### config.mk
export PLATFORM = sky130hd
export DESIGN_NAME = ad9833_sweep_ctrl
export DESIGN_NICKNAME = d
export VERILOG_FILES = /design/src/rtl/ad9833_sweep_ctrl.sv
export SDC_FILE = /design/constraint.sdc
export NUM_CORES = 1
export LEC_CHECK = 0
export BUFFER_PORTS_ARGS = -buffer_cell sky130_fd_sc_hd__buf_2
export CAP_MARGIN = 10
export CORE_MARGIN = 1
export CORE_UTILIZATION = 31
export CTS_CLUSTER_DIAMETER = 80
export DETAILED_ROUTE_END_ITERATION = 10
export PLACE_DENSITY_LB_ADDON = 0.3
export SETUP_SLACK_MARGIN = 0.5
export SYNTH_ARGS = -nofsm -noshare
export SYNTH_HDL_FRONTEND = slang
export SYNTH_SLANG_ARGS = --single-unit
export TNS_END_PERCENT = 20
### constraint.sdc
create_clock -name i_clk -period 5 [get_ports i_clk]
set_clock_uncertainty 0.1 [all_clocks]
set_input_delay 0.5 -clock i_clk [delete_from_list [all_inputs] [get_ports i_clk]]
set_output_delay 0.5 -clock i_clk [all_outputs]
set_load 0.01 [all_outputs]
### src/rtl/ad9833_sweep_ctrl.sv
// ---------------------------------------------------------------------------
// ad9833_sweep_ctrl
// Frequency-sweep sequencer for the ad9833if SPI block. Latches a
// start/stop/step tuning-word triple and a dwell time, then issues one
// three-word transfer (control, FREQ0 LSB, FREQ0 MSB) per sweep point using
// the go / good_to_reset_go / send_complete handshake. Supports single-shot
// or continuous sweeps and an abort that only takes effect at safe points.
//
// Ports:
//   i_clk, i_rst_n        clock, synchronous active-low reset
//   i_start               start a sweep (sampled only when idle)
//   i_abort               request stop at the next safe point
//   i_continuous          repeat the sweep until aborted (latched on start)
//   i_mode                waveform select (sine/triangle/square-div2/square)
//   i_f_start/stop/step   28-bit tuning words for the sweep
//   i_dwell               cycles to hold each point after its transfer
//   i_good_to_reset_go    ad9833if accepted the request
//   i_send_complete       ad9833if finished the three-word transfer
//   o_go                  transfer request
//   o_control/o_adreg0/1  words presented to ad9833if
//   o_cur_ftw             tuning word programmed or in flight
//   o_busy                high whenever not idle
//   o_done                one-cycle pulse at sweep end (normal or abort)
// ---------------------------------------------------------------------------
module ad9833_sweep_ctrl #(
    parameter int unsigned DWELL_W   = 32,
    parameter logic [15:0] CTRL_BASE = 16'h2000
) (
    input  logic               i_clk,
    input  logic               i_rst_n,
    input  logic               i_start,
    input  logic               i_abort,
    input  logic               i_continuous,
    input  logic [1:0]         i_mode,
    input  logic [27:0]        i_f_start,
    input  logic [27:0]        i_f_stop,
    input  logic [27:0]        i_f_step,
    input  logic [DWELL_W-1:0] i_dwell,
    input  logic               i_good_to_reset_go,
    input  logic               i_send_complete,
    output logic               o_go,
    output logic [15:0]        o_control,
    output logic [15:0]        o_adreg0,
    output logic [15:0]        o_adreg1,
    output logic [27:0]        o_cur_ftw,
    output logic               o_busy,
    output logic               o_done
);

    localparam int unsigned FTW_W     = 28;
    localparam int unsigned HALF_W    = 14;
    localparam logic [1:0]  FREQ0_TAG = 2'b01;
    localparam logic [15:0] ADREG_RST = 16'h4000;

    typedef enum logic [2:0] {
        S_IDLE,
        S_LOAD,
        S_REQ,
        S_SEND_WAIT,
        S_DWELL,
        S_NEXT,
        S_DONE
    } state_t;

    state_t             state;
    logic [FTW_W-1:0]   f_start;
    logic [FTW_W-1:0]   f_stop;
    logic [FTW_W-1:0]   f_step;
    logic [DWELL_W-1:0] dwell_lat;
    logic [DWELL_W-1:0] dwell_cnt;
    logic [1:0]         mode_lat;
    logic               cont_lat;
    logic               dir_up;
    logic               abort_lat;

    logic [FTW_W:0]     up_sum;
    logic [FTW_W:0]     dn_diff;
    logic [FTW_W-1:0]   next_ftw;
    logic               at_end;
    logic               abort_now;

    // Waveform select bits OR-ed into the control word.
    function automatic logic [15:0] mode_bits(input logic [1:0] m);
        logic [15:0] b;
        case (m)
            2'd0:    b = 16'h0000;
            2'd1:    b = 16'h0002;
            2'd2:    b = 16'h0020;
            default: b = 16'h0028;
        endcase
        return b;
    endfunction

    // Next sweep point; the extra MSB catches 28-bit wrap in either direction,
    // and any overshoot of the stop word clamps onto it.
    always_comb begin
        up_sum    = {1'b0, o_cur_ftw} + {1'b0, f_step};
        dn_diff   = {1'b0, o_cur_ftw} - {1'b0, f_step};
        next_ftw  = f_stop;
        if (dir_up) begin
            if (!up_sum[FTW_W] && (up_sum[FTW_W-1:0] < f_stop))
                next_ftw = up_sum[FTW_W-1:0];
        end else begin
            if (!dn_diff[FTW_W] && (dn_diff[FTW_W-1:0] > f_stop))
                next_ftw = dn_diff[FTW_W-1:0];
        end
        at_end    = (o_cur_ftw == f_stop) || (f_step == '0);
        abort_now = abort_lat | i_abort;
    end

    // Sequencer: state, latched sweep parameters and all registered outputs.
    always_ff @(posedge i_clk) begin
        if (!i_rst_n) begin
            state     <= S_IDLE;
            f_start   <= '0;
            f_stop    <= '0;
            f_step    <= '0;
            dwell_lat <= DWELL_W'(1);
            dwell_cnt <= '0;
            mode_lat  <= '0;
            cont_lat  <= 1'b0;
            dir_up    <= 1'b1;
            abort_lat <= 1'b0;
            o_go      <= 1'b0;
            o_control <= CTRL_BASE;
            o_adreg0  <= ADREG_RST;
            o_adreg1  <= ADREG_RST;
            o_cur_ftw <= '0;
            o_busy    <= 1'b0;
            o_done    <= 1'b0;
        end else begin
            o_done <= 1'b0;
            if ((state != S_IDLE) && i_abort)
                abort_lat <= 1'b1;

            case (state)
                S_IDLE: begin
                    abort_lat <= 1'b0;
                    if (i_start) begin
                        f_start   <= i_f_start;
                        f_stop    <= i_f_stop;
                        f_step    <= i_f_step;
                        dwell_lat <= (i_dwell == '0) ? DWELL_W'(1) : i_dwell;
                        mode_lat  <= i_mode;
                        cont_lat  <= i_continuous;
                        dir_up    <= (i_f_stop >= i_f_start);
                        abort_lat <= i_abort;
                        o_cur_ftw <= i_f_start;
                        o_busy    <= 1'b1;
                        state     <= S_LOAD;
                    end
                end

                S_LOAD: begin
                    if (abort_now) begin
                        o_done <= 1'b1;
                        state  <= S_DONE;
                    end else begin
                        o_control <= CTRL_BASE | mode_bits(mode_lat);
                        o_adreg0  <= {FREQ0_TAG, o_cur_ftw[HALF_W-1:0]};
                        o_adreg1  <= {FREQ0_TAG, o_cur_ftw[FTW_W-1:HALF_W]};
                        o_go      <= 1'b1;
                        state     <= S_REQ;
                    end
                end

                S_REQ: begin
                    if (i_good_to_reset_go) begin
                        o_go  <= 1'b0;
                        state <= S_SEND_WAIT;
                    end
                end

                // An abort is only honoured once the transfer has finished.
                S_SEND_WAIT: begin
                    if (i_send_complete) begin
                        if (abort_now) begin
                            o_done <= 1'b1;
                            state  <= S_DONE;
                        end else begin
                            dwell_cnt <= dwell_lat;
                            state     <= S_DWELL;
                        end
                    end
                end

                S_DWELL: begin
                    if (abort_now) begin
                        o_done <= 1'b1;
                        state  <= S_DONE;
                    end else if (dwell_cnt <= DWELL_W'(1)) begin
                        state <= S_NEXT;
                    end else begin
                        dwell_cnt <= dwell_cnt - DWELL_W'(1);
                    end
                end

                S_NEXT: begin
                    if (at_end) begin
                        if (cont_lat) begin
                            o_cur_ftw <= f_start;
                            state     <= S_LOAD;
                        end else begin
                            o_done <= 1'b1;
                            state  <= S_DONE;
                        end
                    end else begin
                        o_cur_ftw <= next_ftw;
                        state     <= S_LOAD;
                    end
                end

                S_DONE: begin
                    o_busy <= 1'b0;
                    state  <= S_IDLE;
                end

                default: state <= S_IDLE;
            endcase
        end
    end

endmodule

==> results.cfg <==
[timing]
tightestPinTransition_ps = 884
fin_crit_ps = 4940
final.setup.tns_ps = 0
timing.final.ws_setup_ps = 55.4
unrepaired_setup_endpoints_after_global_routing = yes
finalHoldViolations = 0
fmaxAchievable_mhz = 202
final-setup-viol-count = 0
relSlewSlack = 0.411
post-route-period-util = 0.989
maxSlewViolCount = 0

[layout]
finalNetCount = 2752
layout.cell_area.non_filler_mm2 = 0.0208
layout.cells.most_common = nand2_1
multiInputGateArea_mm2 = 0.0110
synthToLayoutAreaGrowth_pct = 31.4
fin_util = 0.414
diodes = 0
mostFrequentLayoutCells = 390 x nand2_1, 284 x a21oi_1, 262 x buf_4, 195 x dfxtp_1, 186 x buf_2
n_fill_cell = 5259
regArea_mm2 = 0.00441
post_route_cells_drive_above_1_share = 0.275

[floorplan]
boundary_pins = 204
cell_rows = 82
floorplan.core_area_mm2 = 0.0503
floorplan.initialDensity = 0.315
floorplan.die.width_um = 228
design.die.area_mm2 = 0.0520
vertical_extent_of_the_die_um = 228

[power_and_ir_drop]
p_leak_nw = 8.95
worst_ir_drop_vdd_v = 0.000413
power_per_cell_area_mw_per_mm2 = 724

[worst_setup_path]
crit-reg2reg-capture = o_cur_ftw[3]$_SDFFE_PN0P_
path_buf_inv = 3
crit_path_max_delay_cell_type = or4_4
criticalPathCategory = reg -> reg
cp_top_family = compound AO/OA/AOI/OAI gates
cp_max_fo = 6
crit_required_ps = 5340
worst-r2r-setup-slack_ps = 60
cp.depth = 20
endpoint_kind = register
crit_path_start_kind = register
cell_by_cell_trace_of_the_critical_path = ha_4 -> or2_4 -> or4_4 -> a2111oi_4 -> nor3_4 -> a21oi_2 -> buf_4 -> xnor2_4 -> ha_4 -> a21oi_2 -> nor2_1 -> a211oi_2 -> o21ai_1 -> nor3b_2 -> and3_4 -> buf_12 -> buf_16 -> mux2_2 -> a221oi_2 -> a211oi_1
cp.arrival_ps = 5290
ff2ff_path_depth = 20
crit_path_max_incr_delay_ps = 520
reg2reg_from = o_cur_ftw[9]$_SDFFE_PN0P_

[logic_synthesis]
distinct_cell_type_count_of_the_synthesized_netlist = 82
synth.yosys.seq_area_share = 0.276
post_synth_instance_area_mm2 = 0.0158
synthesis.area_per_instance_um2 = 7.45
synth_seq_cells = 218
async_reset_ff_frac = 0
yosysWarnings = 0
synth-main-ff-cell = dfxtp_1
synth-edff-count = 0
synthesis.instances = 2123

[global_route]
grt_pass1_wl_mm = 97.5
grt_antenna_before_repair = 1
grt_max_degree = 81
total_global_routing_overflow = 0
global_route.usage.total = 0.239
grt_pass1_vias = 16500

[hold_path]
worst_hold_end = f_step[11]$_SDFFE_PN0P_
worst_hold_path.num_cells = 3
min-delay-path-class = in -> reg
holdCritStartpoint = i_f_step[11]

[placement]
numPortBuffers = 186
placed_cell_area_mm2 = 0.0190
dp.final_hpwl_mm = 49.4
finalWeightedCongestion = 0.957
pre_cts_ws_ps = -416

[clock_tree]
tritoncts.num_buffers = 27
clkLatencyLatePin_ps = 600
clkSlewWorstSetupHoldPaths_ps = 60
numClockSinks = 218
buffer_levels_on_the_longest_clock_path = 3
cts_tree = built
clock_tree.htree_level_count = 1
cts.root.buffer_cell = clkbuf_16

[flow_run]
timing.max_cap.violations = 0

[route]
first_pass_iters = 5
drt_drc_violations_left = 0
detailed_route_wire_length_mm = 64.2
detail_route.wl_per_cell_um = 20.2
detailroute.via_count = 17000
antenna_violating_nets_post_route = 0
viasPerCell = 5.36
drtIter0Drc = 1154

[run_status]
status = completed
-- worst register-to-register path, cell delays in order (launching register included) --
cell and delay, ps:
dfxtp_4 370, ha_4 240, or2_4 240, or4_4 520
a2111oi_4 410, nor3_4 110, a21oi_2 220, buf_4 160
xnor2_4 150, ha_4 250, a21oi_2 110, nor2_1 60
a211oi_2 340, o21ai_1 130, nor3b_2 200, and3_4 260
buf_12 120, buf_16 120, mux2_2 340, a221oi_2 230
a211oi_1 110
-- registers in the layout, indices dropped and copies added, names as in the netlist --
signal / flops
dwell_cnt: 32
dwell_lat: 32
f_start: 28
f_step: 28
f_stop: 28
o_cur_ftw: 28
o_adreg0: 14
o_adreg1: 14
o_control: 3
state: 3
mode_lat: 2
abort_lat: 1
cont_lat: 1
dir_up: 1
o_busy: 1
o_done: 1
o_go: 1
-- how the worst max path moves through the flow --
stage	startpoint	endpoint	slack (ps)
after global placement	f_step[0]$_SDFFE_PN0P_	o_cur_ftw[7]$_SDFFE_PN0P_	-380
final	o_cur_ftw[9]$_SDFFE_PN0P_	o_cur_ftw[3]$_SDFFE_PN0P_	60
after floorplan	o_cur_ftw[7]$_SDFFE_PN0P_	o_cur_ftw[5]$_SDFFE_PN0P_	510
after detailed placement	f_step[0]$_SDFFE_PN0P_	o_cur_ftw[7]$_SDFFE_PN0P_	-420
after global routing	f_step[0]$_SDFFE_PN0P_	o_cur_ftw[7]$_SDFFE_PN0P_	-130
after CTS	f_step[6]$_SDFFE_PN0P_	o_cur_ftw[7]$_SDFFE_PN0P_	90
-- logic make-up (layout without fill, tap and decap cells) --
| logic type | count (synthesis) | count (layout) | synth area share |
|---|---|---|---|
| simple gates | 738 | 738 | 0.208 |
| compound gates | 629 | 629 | 0.253 |
| buf+inv | 276 | 639 | 0.0759 |
| flops | 218 | 218 | 0.276 |
| fa+ha+maj | 144 | 144 | 0.115 |
| xor+xnor | 77 | 77 | 0.0426 |
| mux | 39 | 39 | 0.0296 |
| other cells | 2 | 17 | 0.000475 |
-- per-stage QoR --
step,power (mW),instances,hold slack [ps]
after floorplan,7.89,2138,327
after global placement,11.6,3090,338
after detailed placement,11.6,3090,340
after CTS,14.3,3158,9.44
after global routing,16.1,3173,34.3
final,15.0,3173,37.4
-- metal layers --
metal  up-vias  track usage  routed length [µm]
li1       8192            -                   -
met1      8115        0.318               28500
met2       588        0.406               30200
met3        99       0.0250                3540
met4         2       0.0694                1880
met5         -            0                  13
-- final cells by class --
type / instances / area share
multi-input combinational: 1644 / 0.528
sequential: 218 / 0.212
timing repair buffer: 463 / 0.152
tap: 672 / 0.0404
clock buffer: 37 / 0.0372
inverter: 129 / 0.0236
clock inverter: 10 / 0.00608
-- report_power, final --
part	internal, mW	switching (mW)	leakage (nW)
Clock	1.19	0.855	0.434
Combinational	4.97	5.65	6.73
Sequential	2.06	0.327	1.79
Total	8.22	6.83	8.95
-- repair_timing --
item                                    in CTS  in global routing
cloned                                       1                  1
endpoints found under the setup margin      28                 28
pin swaps                                   47                 59
hold buffers                                 0                  0
buffers inserted                            20                 14
gates resized for setup                     56                 55
-- Yosys cell counts (5+ instances only) --
| cell | number | share of area |
|---|---|---|
| a2111oi_0 | 5 | 0.0028 |
| o21bai_1 | 10 | 0.0047 |
| nor2_1 | 105 | 0.025 |
| a211o_1 | 5 | 0.0028 |
| a221oi_2 | 11 | 0.010 |
| a221oi_1 | 10 | 0.0055 |
| o211ai_1 | 20 | 0.0095 |
| nor2b_1 | 14 | 0.0055 |
| clkbuf_1 | 99 | 0.023 |
| and3_1 | 11 | 0.0043 |
| a31oi_1 | 12 | 0.0047 |
| a311oi_1 | 5 | 0.0028 |
| or3_1 | 8 | 0.0032 |
| a211oi_1 | 52 | 0.025 |
| buf_4 | 22 | 0.010 |
| o2111ai_1 | 6 | 0.0033 |
| a21oi_1 | 297 | 0.094 |
| nand2_1 | 392 | 0.093 |
| nand2b_1 | 16 | 0.0063 |
| buf_2 | 14 | 0.0044 |
| nor3_1 | 56 | 0.018 |
| nor4_1 | 30 | 0.012 |
| mux2_2 | 19 | 0.014 |
| a22oi_1 | 8 | 0.0038 |
| o21ai_0 | 84 | 0.027 |
| inv_1 | 128 | 0.030 |
| a21o_1 | 29 | 0.014 |
| or2_2 | 7 | 0.0028 |
| mux2_4 | 11 | 0.010 |
| ha_1 | 142 | 0.11 |
| o31ai_1 | 10 | 0.0047 |
| xnor2_1 | 73 | 0.040 |
| buf_6 | 6 | 0.0043 |
| o21a_1 | 5 | 0.0024 |
| dfxtp_1 | 218 | 0.28 |
| nand4_1 | 31 | 0.012 |
| o41ai_1 | 8 | 0.0044 |
| and2_1 | 11 | 0.0043 |
| mux2i_1 | 9 | 0.0057 |
| nand3_1 | 43 | 0.014 |
Note: power is estimated with default switching activity, not from simulation.
